## src/rtl/mem_dump_if.sv

```systemverilog
// rtl/mem_dump_if.sv - control, memory-read and output-stream bundle for mem_dump
//
// Signals (directions from the dump engine's side, modport slave):
//   start/abort/base_addr/word_count  in   dump request and cancel
//   mem_addr/mem_re                   out  memory read request
//   mem_rdata                         in   read data, one cycle after mem_re
//   out_data/out_valid/out_last       out  streamed words
//   out_ready                         in   sink acceptance
//   busy/done                         out  status
// The master modport is the mirror image for the requester/sink/memory side.

interface mem_dump_if #(
    parameter int Num_of_bits = 16,
    parameter int Addr_bits   = 20
);
    logic                   start;
    logic                   abort;
    logic [Addr_bits-1:0]   base_addr;
    logic [Addr_bits:0]     word_count;
    logic [Addr_bits-1:0]   mem_addr;
    logic                   mem_re;
    logic [Num_of_bits-1:0] mem_rdata;
    logic [Num_of_bits-1:0] out_data;
    logic                   out_valid;
    logic                   out_ready;
    logic                   out_last;
    logic                   busy;
    logic                   done;

    modport master (
        output start, abort, base_addr, word_count, mem_rdata, out_ready,
        input  mem_addr, mem_re, out_data, out_valid, out_last, busy, done
    );

    modport slave (
        input  start, abort, base_addr, word_count, mem_rdata, out_ready,
        output mem_addr, mem_re, out_data, out_valid, out_last, busy, done
    );
endinterface

```

## src/rtl/mem_dump.sv

```systemverilog
// rtl/mem_dump.sv - streams a block of memory words out through a 2-entry FIFO
//
// Ports:
//   clk  rising-edge clock
//   rst  synchronous active-low reset
//   bus  mem_dump_if.slave: request (start/abort/base_addr/word_count),
//        memory read (mem_addr/mem_re/mem_rdata), output stream
//        (out_data/out_valid/out_ready/out_last), status (busy/done)
//
// Reads are issued in ascending, wrapping address order. Each read's data
// returns one cycle later and is pushed into a two-entry FIFO whose head
// register drives the output stream directly, so the stream holds still
// while the sink stalls.

module mem_dump #(
    parameter int Num_of_bits = 16,
    parameter int Addr_bits   = 20
) (
    input  logic        clk,
    input  logic        rst,
    mem_dump_if.slave   bus
);
    localparam logic [Addr_bits:0] CNT_ONE = {{Addr_bits{1'b0}}, 1'b1};

    typedef enum logic [1:0] {
        ST_IDLE = 2'd0,
        ST_RUN  = 2'd1,
        ST_DONE = 2'd2
    } state_t;

    state_t                 state_q,     state_d;
    logic [Addr_bits-1:0]   addr_q,      addr_d;
    logic [Addr_bits:0]     wc_q,        wc_d;
    logic [Addr_bits:0]     issued_q,    issued_d;
    logic                   pend_q,      pend_d;
    logic                   pend_last_q, pend_last_d;

    // FIFO: head entry feeds the output, tail entry holds a second word.
    logic                   h_valid_q,   h_valid_d;
    logic [Num_of_bits-1:0] h_data_q,    h_data_d;
    logic                   h_last_q,    h_last_d;
    logic                   t_valid_q,   t_valid_d;
    logic [Num_of_bits-1:0] t_data_q,    t_data_d;
    logic                   t_last_q,    t_last_d;

    logic                   pop_c;
    logic                   mem_re_c;
    logic [1:0]             occ_c;
    logic [2:0]             used_c;

    always_comb begin
        state_d     = state_q;
        addr_d      = addr_q;
        wc_d        = wc_q;
        issued_d    = issued_q;
        pend_d      = pend_q;
        pend_last_d = pend_last_q;
        h_valid_d   = h_valid_q;
        h_data_d    = h_data_q;
        h_last_d    = h_last_q;
        t_valid_d   = t_valid_q;
        t_data_d    = t_data_q;
        t_last_d    = t_last_q;
        mem_re_c    = 1'b0;

        pop_c  = h_valid_q & bus.out_ready;
        occ_c  = {1'b0, h_valid_q} + {1'b0, t_valid_q};
        // Slots that will be spoken for after this edge if no new read issues.
        used_c = {1'b0, occ_c} + {2'b00, pend_q} - {2'b00, pop_c};

        case (state_q)
            ST_IDLE: begin
                if (bus.start) begin
                    addr_d   = bus.base_addr;
                    wc_d     = bus.word_count;
                    issued_d = '0;
                    state_d  = (bus.word_count == '0) ? ST_DONE : ST_RUN;
                end
            end

            ST_RUN: begin
                if (bus.abort) begin
                    // Flush everything, including a read still in flight.
                    state_d     = ST_IDLE;
                    pend_d      = 1'b0;
                    pend_last_d = 1'b0;
                    h_valid_d   = 1'b0;
                    h_data_d    = '0;
                    h_last_d    = 1'b0;
                    t_valid_d   = 1'b0;
                    t_data_d    = '0;
                    t_last_d    = 1'b0;
                end else begin
                    mem_re_c    = (used_c < 3'd2) && (issued_q < wc_q);
                    pend_d      = mem_re_c;
                    pend_last_d = mem_re_c && (issued_q == (wc_q - CNT_ONE));
                    if (mem_re_c) begin
                        addr_d   = addr_q + 1'b1;
                        issued_d = issued_q + CNT_ONE;
                    end

                    if (pop_c) begin
                        h_valid_d = t_valid_q;
                        h_data_d  = t_data_q;
                        h_last_d  = t_last_q;
                        t_valid_d = 1'b0;
                    end

                    // Returning data lands in the first free slot after the pop.
                    if (pend_q) begin
                        if (!h_valid_d) begin
                            h_valid_d = 1'b1;
                            h_data_d  = bus.mem_rdata;
                            h_last_d  = pend_last_q;
                        end else begin
                            t_valid_d = 1'b1;
                            t_data_d  = bus.mem_rdata;
                            t_last_d  = pend_last_q;
                        end
                    end

                    if (pop_c && h_last_q) begin
                        state_d = ST_DONE;
                    end
                end
            end

            ST_DONE: begin
                state_d = ST_IDLE;
            end

            default: begin
                state_d = ST_IDLE;
            end
        endcase
    end

    always_ff @(posedge clk) begin
        if (!rst) begin
            state_q     <= ST_IDLE;
            addr_q      <= '0;
            wc_q        <= '0;
            issued_q    <= '0;
            pend_q      <= 1'b0;
            pend_last_q <= 1'b0;
            h_valid_q   <= 1'b0;
            h_data_q    <= '0;
            h_last_q    <= 1'b0;
            t_valid_q   <= 1'b0;
            t_data_q    <= '0;
            t_last_q    <= 1'b0;
        end else begin
            state_q     <= state_d;
            addr_q      <= addr_d;
            wc_q        <= wc_d;
            issued_q    <= issued_d;
            pend_q      <= pend_d;
            pend_last_q <= pend_last_d;
            h_valid_q   <= h_valid_d;
            h_data_q    <= h_data_d;
            h_last_q    <= h_last_d;
            t_valid_q   <= t_valid_d;
            t_data_q    <= t_data_d;
            t_last_q    <= t_last_d;
        end
    end

    assign bus.mem_re    = mem_re_c;
    assign bus.mem_addr  = addr_q;
    assign bus.out_data  = h_data_q;
    assign bus.out_valid = h_valid_q;
    assign bus.out_last  = h_last_q;
    assign bus.busy      = (state_q == ST_RUN);
    assign bus.done      = (state_q == ST_DONE);

endmodule

```

## src/flat_wrapper.sv

```systemverilog
// flat-port wrapper written by rule: the top's interface ports become plain ports
module mem_dump_flat 
#(
    parameter int Num_of_bits = 16,
    parameter int Addr_bits   = 20
)
  (clk, rst, bus_start, bus_abort, bus_base_addr, bus_word_count, bus_mem_rdata, bus_out_ready, bus_mem_addr, bus_mem_re, bus_out_data, bus_out_valid, bus_out_last, bus_busy, bus_done);
  mem_dump_if #(.Num_of_bits(Num_of_bits), .Addr_bits(Addr_bits)) bus_i ();
  input  logic clk;
  input  logic rst;
  input wire logic [$bits(bus_i.start)-1:0] bus_start;
  input wire logic [$bits(bus_i.abort)-1:0] bus_abort;
  input wire logic [$bits(bus_i.base_addr)-1:0] bus_base_addr;
  input wire logic [$bits(bus_i.word_count)-1:0] bus_word_count;
  input wire logic [$bits(bus_i.mem_rdata)-1:0] bus_mem_rdata;
  input wire logic [$bits(bus_i.out_ready)-1:0] bus_out_ready;
  output wire logic [$bits(bus_i.mem_addr)-1:0] bus_mem_addr;
  output wire logic [$bits(bus_i.mem_re)-1:0] bus_mem_re;
  output wire logic [$bits(bus_i.out_data)-1:0] bus_out_data;
  output wire logic [$bits(bus_i.out_valid)-1:0] bus_out_valid;
  output wire logic [$bits(bus_i.out_last)-1:0] bus_out_last;
  output wire logic [$bits(bus_i.busy)-1:0] bus_busy;
  output wire logic [$bits(bus_i.done)-1:0] bus_done;
  assign bus_i.start = bus_start;
  assign bus_i.abort = bus_abort;
  assign bus_i.base_addr = bus_base_addr;
  assign bus_i.word_count = bus_word_count;
  assign bus_i.mem_rdata = bus_mem_rdata;
  assign bus_i.out_ready = bus_out_ready;
  assign bus_mem_addr = bus_i.mem_addr;
  assign bus_mem_re = bus_i.mem_re;
  assign bus_out_data = bus_i.out_data;
  assign bus_out_valid = bus_i.out_valid;
  assign bus_out_last = bus_i.out_last;
  assign bus_busy = bus_i.busy;
  assign bus_done = bus_i.done;
  mem_dump #(.Num_of_bits(Num_of_bits), .Addr_bits(Addr_bits)) u_core (.clk(clk), .rst(rst), .bus(bus_i));
endmodule
```

## config.mk

```make
export PLATFORM = sky130hd
export DESIGN_NAME = mem_dump_flat
export DESIGN_NICKNAME = d
export VERILOG_FILES = /design/src/rtl/mem_dump_if.sv /design/src/rtl/mem_dump.sv /design/src/flat_wrapper.sv
export SDC_FILE = /design/constraint.sdc
export NUM_CORES = 1
export LEC_CHECK = 0
export CORE_UTILIZATION = 45
export CTS_CLUSTER_SIZE = 20
export DETAILED_ROUTE_END_ITERATION = 6
export HOLD_SLACK_MARGIN = 0.1
export PLACE_DENSITY = 0.7
export SLEW_MARGIN = 20
export SYNTH_ARGS = -nofsm -noshare
export SYNTH_HDL_FRONTEND = slang
export SYNTH_SLANG_ARGS = --single-unit
export TNS_END_PERCENT = 1
```

## constraint.sdc

```tcl
create_clock -name clk -period 7.72 [get_ports clk]
set_input_delay 1.93 -clock clk [delete_from_list [all_inputs] [get_ports clk]]
set_output_delay 1.93 -clock clk [all_outputs]
set_load 0.01 [all_outputs]
```

==> results.cfg, run 1 <==
[global_routing]
top_usage_layer = met2
grt_antenna_before_repair = 0
grtUsageTotal = 0.237
grt_start_max_net_pins = 73
vias_in_the_first_global_route = 5511
met3_usage = 0.0343
grt_first_pass_wirelength_um = 25700
total_overflow_reported_by_the_global_router = 0
use_met2 = 0.405
use_met1 = 0.307

[job]
cap_violations = 0

[drt]
routedWlPerCell_um = 15.2
post_drt_via_cell_ratio = 5.74
drt_first_pass_iters = 5
drc_errors = 0
via_count = 5961
antenna_left = 0
drt-initial-drc-count = 444
routed_wirelength_um = 15700

[setup_path]
critical_path_required_ns = 5.79
critPathArrivalTime_ns = 5.05
worst-path-max-fanout = 14
path_delay_family = buffers and inverters
critPathMostFrequentCell = inv_1
startpoint_type = input pin
setup_crit_end_kind = primary output
ordered_cell_list_for_the_critical_path = clkdlybuf4s50_1, nand2_1, inv_1, ha_1, inv_1, ha_1, a21oi_1, xnor2_1, nor4_1, a31oi_1, buf_4, nor2_1, buf_4, nand2_1, inv_1, clkdlybuf4s50_1
timing.critical_path.buf_inv = 7
crit-reg2reg-launch = u_core.state_q[1]
slowest_delay_ns = 0.53
worst_setup_path_startpoint = bus_out_ready
crit_path_top_delay_cell = clkdlybuf4s50_1
timing.setup.critical_path_class = in -> out

[clocking]
post_cts_resized = 0
post-cts-setup-buffer-count = 0
tritoncts = done
clock_tree.buffer_depth = 2
clk-insertion-delay-late_ns = 0.35
clk_root_buffer_cell = clkbuf_16
clock_sinks = 102
cts_hold_repair.buffers = 0
cts_max_level = 3
clk_pin_slew_ns = 0.07
cts_inserted_buffers = 9

[floorplanning]
die_x_um = 117
coreArea_um2 = 12700
die_area_um2 = 13600
io_pins = 103
floorplan.initialDensity = 0.465
die_h_um = 117
rows = 41

[power]
leakage_nw = 2.57
power_density_nw_per_um2 = 171
design_power_total_mw = 1.25
max-vdd-ir-drop_mv = 0.102

[sta]
unrepaired_setup_endpoints_after_global_routing = false
period_needed_ns = 6.98
timing.fmax_mhz = 143
tns_ns = 0
clock_skew_ns = 0.00980
report.final.slew_viol_count = 0
setup_viol_count_final = 0
worst_pin_slew_ns = 1.09
report.final.hold_viol_count = 0
final_min_period_over_clock_period = 0.905
maxSlewHeadroom = 0.271

[synthesis]
ys_types = 62
yosys_register_bits = 102
ranking_of_synthesized_cells_by_area = dfxtp_1 35%, nand2_1 9.5%, a21oi_1 7.1%
synth_enable_flop_cells = 0
synth-seq-area-share = 0.345
syn_inst_count = 788
post-synth-top-area-fraction = 0.345
synthesis.area_per_instance_um2 = 7.50
yosys.area.top_type = dfxtp_1
ys_warn_count = 0
synthFlopType = dfxtp_1
synth-async-reset-ratio = 0
synthesis.area_um2 = 5910
synth_nets = 876

[placement]
placed_cell_area_um2 = 7000
port-buffer-count = 102
place_hpwl_um = 11100
place_inst = 1022
global_placer_s_final_weighted_congestion = 0.837

[cells_and_area]
nets = 949
fin_area_um2 = 7300
antenna_cells_inserted = 0
layout_common_cells = 148 x nand2_1, 102 x clkdlybuf4s50_1, 102 x dfxtp_1, 84 x a21oi_1, 56 x nor2_1
layout.cells.most_common = nand2_1
final_layout_size_suffix_gt1_frac = 0.0577
area.growth.synth_to_final_pct = 23.5
finish.cell_count_without_fillers = 1038
final.fill_count = 1235
postLayoutCoreUtil = 0.574

[hold_path]
worstHoldStart = u_core.state_q[1]
hold_path_class = reg -> reg

[status]
run_status = finished, final reports clean
==> routing by layer <==
layer  routed length (um)  part of all wire
met1                 7140              0.45
met2                 7530              0.48
met3                  814             0.052
met4                  245             0.016
met5                    0                 0
==> per-stage QoR <==
step / hold slack (ns) / setup slack, ns
4_1_cts: 0.470 / 0.732
3_3_place_gp: 0.450 / 0.801
5_1_grt: 0.495 / 0.510
6_report: 0.468 / 0.737
2_1_floorplan: 0.429 / 1.78
3_5_place_dp: 0.466 / 0.739
==> registers in the layout, indices dropped and copies added, names as in the netlist <==
signal and flops:
u_core.pend_last_q 1, u_core.bus.out_valid 1, u_core.state_q 2, u_core.bus.out_last 1, u_core.pend_q 1, u_core.t_valid_q 1
u_core.wc_q 21, u_core.t_data_q 16, u_core.bus.out_data 16, u_core.bus.mem_addr 20, u_core.issued_q 21, u_core.t_last_q 1
==> report_power, final <==
group	leakage, nW	internal, mW	switching [mW]
logic	1.60	0.105	0.116
registers	0.829	0.544	0.0238
clock network	0.144	0.254	0.206
total	2.57	0.903	0.345
==> worst paths after layout <==
check | endpoint | slack (ns) | cells past startpoint
max | bus_mem_re | 0.74 | 16
min | u_core.state_q[1] | 0.47 | 1
max reg2reg | u_core.bus.mem_addr[12] | 4.26 | 7
min reg2reg | u_core.state_q[1] | 0.47 | 1
==> kinds of logic after synthesis <==
kind of cell / Yosys count / share of synthesized area
multiplexers: 1 / 0.00190
XOR/XNOR: 38 / 0.0563
AND/OR/NAND/NOR: 342 / 0.271
adder cells (fa/ha/maj): 26 / 0.0550
AO/OA/AOI/OAI: 195 / 0.210
flip-flops: 102 / 0.345
buffers and inverters: 84 / 0.0599
==> final cells by class <==
cell class	instances	area [um2]	area share
multi-input cells	602	3520	0.483
flip-flops and latches	102	2040	0.280
repair buffers	112	1100	0.150
clock buffers	10	229	0.0314
well taps	172	215	0.0295
inverters	34	128	0.0175
clock inverters	6	68.8	0.00942
==> synthesized netlist by cell type, types with 4 or more instances <==
| master | count |
|---|---|
| o211ai_1 | 23 |
| nand2_1 | 149 |
| o32ai_1 | 5 |
| dfxtp_1 | 102 |
| or4_1 | 5 |
| nor4_1 | 18 |
| nor2_1 | 57 |
| xor2_1 | 5 |
| ha_1 | 26 |
| o21ai_0 | 22 |
| clkbuf_1 | 43 |
| and2_1 | 4 |
| or3_1 | 11 |
| or2_2 | 5 |
| inv_1 | 33 |
| nand3_1 | 35 |
| o31ai_1 | 5 |
| a22oi_1 | 21 |
| o221a_2 | 5 |
| nand4_1 | 12 |
| a211oi_1 | 4 |
| xnor2_1 | 33 |
| a21oi_1 | 84 |
| nor3_1 | 18 |
| and3_1 | 8 |
(Power assumes the default switching activity.)
==> inputs of run 2 (changes only) <==
--- a/config.mk
+++ b/config.mk
@@ -5,11 +5,13 @@
 export SDC_FILE = /design/constraint.sdc
 export NUM_CORES = 1
 export LEC_CHECK = 0
+export ABC_CLOCK_PERIOD_IN_PS = 7720
 export CORE_UTILIZATION = 45
 export CTS_CLUSTER_SIZE = 20
 export DETAILED_ROUTE_END_ITERATION = 6
 export HOLD_SLACK_MARGIN = 0.1
 export PLACE_DENSITY = 0.7
+export RECOVER_POWER = 100
 export SLEW_MARGIN = 20
 export SYNTH_ARGS = -nofsm -noshare
 export SYNTH_HDL_FRONTEND = slang
==> run 2 against run 1 <==
The run now ends with capacitance limit, slew limit left; core utilization down 0.089 points; clock skew about the same; clock power about the same; count of clock-buffer cells in the layout unchanged; combinational power down 2%; critical path depth unchanged; critical path type unchanged.
==> results.cfg, run 2 (synthesis gave the netlist of run 1 again) <==
[status]
run_status = complete, but fails checks
failed_checks = capacitance limit, slew limit

[floorplanning]
die_area_um2 = 13600
coreArea_um2 = 12700
io_pins = 103
rows = 41
die_x_um = 117
floorplan.initialDensity = 0.465
die_h_um = 117

[clocking]
clk_root_buffer_cell = clkbuf_16
clock_tree.buffer_depth = 2
clk-insertion-delay-late_ns = 0.35
clk_pin_slew_ns = 0.07
cts_max_level = 3
clock_sinks = 102
tritoncts = done
cts_inserted_buffers = 9
post_cts_resized = 0
cts_hold_repair.buffers = 0
post-cts-setup-buffer-count = 0

[drt]
drc_errors = 0
antenna_left = 0
drt-initial-drc-count = 469
post_drt_via_cell_ratio = 5.76
routed_wirelength_um = 15800
drt_first_pass_iters = 5
routedWlPerCell_um = 15.2
via_count = 5975

[cells_and_area]
final_layout_size_suffix_gt1_frac = 0.0520
area.growth.synth_to_final_pct = 23.3
layout_common_cells = 148 x nand2_1, 102 x dfxtp_1, 84 x a21oi_1, 60 x clkdlybuf4s50_1, 56 x nor2_1
finish.cell_count_without_fillers = 1038
nets = 949
antenna_cells_inserted = 0
layout.cells.most_common = nand2_1

[global_routing]
vias_in_the_first_global_route = 5511
grt_first_pass_wirelength_um = 25700
grt_start_max_net_pins = 73
total_overflow_reported_by_the_global_router = 0
grt_antenna_before_repair = 0
grtUsageTotal = 0.237

[power]
total_switching_power_mw = 0.345
power.share.sequential = 0.456
netSwitchingFraction = 0.277
internal_power_mw = 0.900
power.clock.fraction = 0.370
power_density_nw_per_um2 = 171
combinationalPowerShare = 0.174
leakage_nw = 2.68
max-vdd-ir-drop_mv = 0.102

[setup_path]
critical_path.endpoint = bus_mem_re
crit-reg2reg-launch = u_core.wc_q[19]
crit_path_top_delay_cell = dlygate4sd3_1
critPathArrivalTime_ns = 5.30
worst-path-max-fanout = 14
crit_cells = 16
ff2ff_setup_slack_ns = 2.96
reg2regPathDepth = 10
critical_path_required_ns = 5.79
path_delay_family = buffers and inverters
startpoint_type = input pin
slowest_delay_ns = 0.57
critPathMostFrequentCell = inv_1
ordered_cell_list_for_the_critical_path = dlygate4sd3_1, nand2_1, inv_1, ha_1, inv_1, ha_1, a21oi_1, xnor2_1, nor4_1, a31oi_1, clkbuf_1, nor2_1, buf_4, nand2_1, inv_1, clkdlybuf4s50_1
setup_crit_end_kind = primary output
worst_reg2reg_path_endpoint = u_core.issued_q[9]
worst_setup_path_startpoint = bus_out_ready
timing.setup.critical_path_class = in -> out
timing.critical_path.buf_inv = 7

[sta]
period_needed_ns = 7.23
timing.fmax_mhz = 138
whs_ns = 0.469
worst_pin_slew_ns = 3.23
report.final.slew_viol_count = 122
tns_ns = 0
clock_skew_ns = 0.00987
setup_viol_count_final = 0
unrepaired_setup_endpoints_after_global_routing = false
report.final.hold_viol_count = 0
final_min_period_over_clock_period = 0.937
maxSlewHeadroom = -1.15

[placement]
port-buffer-count = 102
global_placer_s_final_weighted_congestion = 0.837
place_inst = 1022
place_hpwl_um = 11100

[hold_path]
hold_path_class = reg -> reg
worstHoldStart = u_core.state_q[1]

[job]
cap_violations = 2
[run 2: cell count changes in the layout (fill, tap and decap cells not counted), sizes merged]
cell and delta:
clkbuf +3, dlygate4sd3 +42, buf -3, clkdlybuf4s50 -42
[run 2: worst min-delay path by stage]
stage                     depth (start not counted)                       to  slack (ns)
after global placement                            1        u_core.state_q[1]        0.45
after floorplan                                   1        u_core.state_q[1]        0.43
after detailed placement                          2   u_core.bus.out_data[6]        0.47
after global routing                              2  u_core.bus.out_data[11]        0.49
final                                             1        u_core.state_q[1]        0.47
after CTS                                         1        u_core.state_q[1]        0.47
[run 2: per-stage QoR]
| step | util | instance area, um2 | power [mW] | worst slack [ns] |
|---|---|---|---|---|
| after floorplan | - | 5910 | 0.711 | 1.78 |
| after global placement | 0.550 | 7000 | 0.793 | 0.801 |
| after detailed placement | 0.550 | 7000 | 0.799 | 0.739 |
| after CTS | 0.574 | 7300 | 1.26 | 0.732 |
| after global routing | 0.573 | 7290 | 1.30 | 0.260 |
| final | 0.573 | 7290 | 1.25 | 0.488 |
[run 2: worst register-to-register path, cell delays in order, from the launching register on]
cell      delay, ns
dfxtp_1        0.40
inv_1          0.06
ha_1           0.31
nand4_1        0.20
nor4_1         0.49
o211ai_1       0.22
a31oi_1        0.21
clkbuf_1       0.41
or2_0          1.80
o21ai_0        0.35
a21oi_1        0.22
[run 2: power groups by stage]
| stage | clock (mW) | combinational (mW) | sequential (mW) |
|---|---|---|---|
| after floorplan | 0 | 0.134 | 0.577 |
| after global placement | 0 | 0.214 | 0.578 |
| after detailed placement | 0 | 0.220 | 0.579 |
| after CTS | 0.468 | 0.221 | 0.567 |
| after global routing | 0.488 | 0.240 | 0.571 |
| final | 0.461 | 0.217 | 0.567 |
[run 2: area by class of cell]
type / count / area (um2)
fillers: 1237 / 5430
flip-flops and latches: 102 / 2040
well taps: 172 / 215
inverters: 34 / 128
clock buffers: 10 / 229
repair buffers: 112 / 1080
clock inverters: 6 / 68.8
multi-input cells: 602 / 3520
[run 2: layer usage]
metal  up-vias  part of all wire  global-route usage
li1       2953                 -                   -
met1      2847              0.45               0.307
met2       158              0.48               0.405
met3        17             0.055              0.0343
met4         0             0.015              0.0776
met5         -                 0                   0
==> inputs of run 3 (changes only) <==
--- a/config.mk
+++ b/config.mk
@@ -7,8 +7,10 @@
 export LEC_CHECK = 0
 export ABC_CLOCK_PERIOD_IN_PS = 7720
 export CORE_UTILIZATION = 45
+export CTS_CLUSTER_DIAMETER = 80
 export CTS_CLUSTER_SIZE = 20
 export DETAILED_ROUTE_END_ITERATION = 6
+export GPL_TIMING_DRIVEN = 0
 export HOLD_SLACK_MARGIN = 0.1
 export PLACE_DENSITY = 0.7
 export RECOVER_POWER = 100
==> run 3 against run 2 <==
The run now ends clean; sequential share of layout area fell by 0.56 points; via count rose by 3.5%; critical endpoint unchanged; global-route usage rose by 2.5 points; largest power group unchanged; largest cell class unchanged.
==> results.cfg, run 3 (synthesis gave the netlist of run 1 again) <==
[drt]
routedWlPerCell_um = 16.1
drt-initial-drc-count = 494
routed_wirelength_um = 17300
antenna_left = 0
post_drt_via_cell_ratio = 5.75
drt_first_pass_iters = 5
met3WireLength_um = 1180
drc_errors = 0
via_count = 6185
amount_of_wire_on_met2_after_detailed_routing_um = 8140
top_layer_used = met4
wirelength_met1_um = 7650

[clocking]
clock_sinks = 102
tritoncts = done
clock_tree.buffer_depth = 2
cts_inserted_buffers = 9
post-cts-setup-buffer-count = 0
cts_hold_repair.buffers = 0
clk-insertion-delay-late_ns = 0.36
post_cts_resized = 0
cts_max_level = 3
clk_root_buffer_cell = clkbuf_16
clk_pin_slew_ns = 0.07

[global_routing]
grt_first_pass_wirelength_um = 27900
grtUsageTotal = 0.262
grt_antenna_before_repair = 0
total_overflow_reported_by_the_global_router = 0
vias_in_the_first_global_route = 5809
grt_start_max_net_pins = 19

[power]
power_density_nw_per_um2 = 169
leakage_nw = 2.73
max-vdd-ir-drop_mv = 0.114

[setup_path]
critical_path_required_ns = 5.79
critPathMostFrequentCell = inv_1
crit_path_top_delay_cell = clkdlybuf4s50_1
path_delay_family = buffers and inverters
critPathArrivalTime_ns = 5.53
crit-reg2reg-launch = u_core.bus.out_valid
timing.setup.critical_path_class = in -> out
setup_crit_end_kind = primary output
worst_setup_path_startpoint = bus_out_ready
slowest_delay_ns = 0.53
worst-path-max-fanout = 11
startpoint_type = input pin
ordered_cell_list_for_the_critical_path = clkdlybuf4s50_1, nand2_1, inv_1, ha_1, inv_1, ha_1, a21oi_1, xnor2_1, nor4_1, a31oi_1, nor2_1, nand2_1, inv_1, clkdlybuf4s50_1
timing.critical_path.buf_inv = 5

[placement]
place_hpwl_um = 13000
global_placer_s_final_weighted_congestion = 0.897
port-buffer-count = 101
place_inst = 1061

[sta]
report.final.hold_viol_count = 0
clock_skew_ns = 0.00970
report.final.slew_viol_count = 0
maxSlewHeadroom = 0.463
worst_pin_slew_ns = 0.798
tns_ns = 0
setup_viol_count_final = 0
whs_ns = 0.471
period_needed_ns = 7.46
timing.fmax_mhz = 134
final_min_period_over_clock_period = 0.967
unrepaired_setup_endpoints_after_global_routing = false

[floorplanning]
die_area_um2 = 13600
rows = 41
io_pins = 103
die_x_um = 117
die_h_um = 117
coreArea_um2 = 12700
floorplan.initialDensity = 0.465

[cells_and_area]
nets = 987
layout_common_cells = 149 x nand2_1, 102 x dfxtp_1, 84 x a21oi_1, 58 x clkdlybuf4s50_1, 57 x nor2_1
layout.cells.most_common = nand2_1
finish.cell_count_without_fillers = 1076
antenna_cells_inserted = 0
final_layout_size_suffix_gt1_frac = 0.0476
area.growth.synth_to_final_pct = 25.8

[hold_path]
hold_path_class = reg -> reg
worstHoldStart = u_core.bus.out_data[6]

[status]
run_status = finished, final reports clean

[job]
cap_violations = 0
## run 3: cell count changes in the layout (fill, tap and decap cells not counted), sizes merged
| cell | change |
|---|---|
| clkbuf | +44 |
| buf | -4 |
| clkdlybuf4s50 | -2 |
| clkinv | +2 |
| bufinv | -1 |
| clkinvlp | -1 |
| dlygate4sd3 | +1 |
| inv | -1 |
## run 3: path summary, 6_finish.rpt
check | end | slack [ns] | cells past startpoint
worst max-delay path | bus_mem_re | 0.26 | 14
worst min-delay path | u_core.bus.out_data[6] | 0.47 | 2
worst max register to register | u_core.bus.mem_addr[10] | 4.03 | 14
worst min register to register | u_core.bus.out_data[6] | 0.47 | 2
## run 3: layout make-up
| class | count | area [um2] |
|---|---|---|
| Clock buffer | 11 | 253 |
| Fill cell | 1216 | 5280 |
| Sequential cell | 102 | 2040 |
| Buffer | 49 | 223 |
| Clock inverter | 5 | 51.3 |
| Multi-Input combinational cell | 602 | 3520 |
| Timing Repair Buffer | 101 | 1010 |
| Inverter | 34 | 128 |
| Tap cell | 172 | 215 |
## run 3: routing by layer
metal | vias to the layer above | track usage
met5 | - | 0
met4 | 0 | 0.0945
met3 | 22 | 0.0436
met2 | 226 | 0.441
met1 | 2917 | 0.338
li1 | 3020 | -
## run 3: through the flow
step                      worst slack (ns)  instance area (um2)  power [mW]   util
final                                0.258                 7440        1.26  0.585
after global routing                0.0194                 7440        1.31  0.585
after CTS                            0.132                 7440        1.27  0.585
after detailed placement             0.147                 7140       0.810  0.561
after global placement               0.213                 7140       0.804  0.561
after floorplan                       1.78                 5910       0.711      -
## run 3: worst min-delay path, stage by stage, from the launching register on
cell	delay, ns
dfxtp_1	0.32
nand2_1	0.05
a21oi_1	0.05
## run 3: power by group
part | total, mW | switching (mW) | leakage (nW) | internal, mW
registers | 0.566 | 0.0222 | 0.829 | 0.544
logic | 0.231 | 0.126 | 1.75 | 0.105
clock network | 0.460 | 0.217 | 0.149 | 0.243
total | 1.26 | 0.365 | 2.73 | 0.892
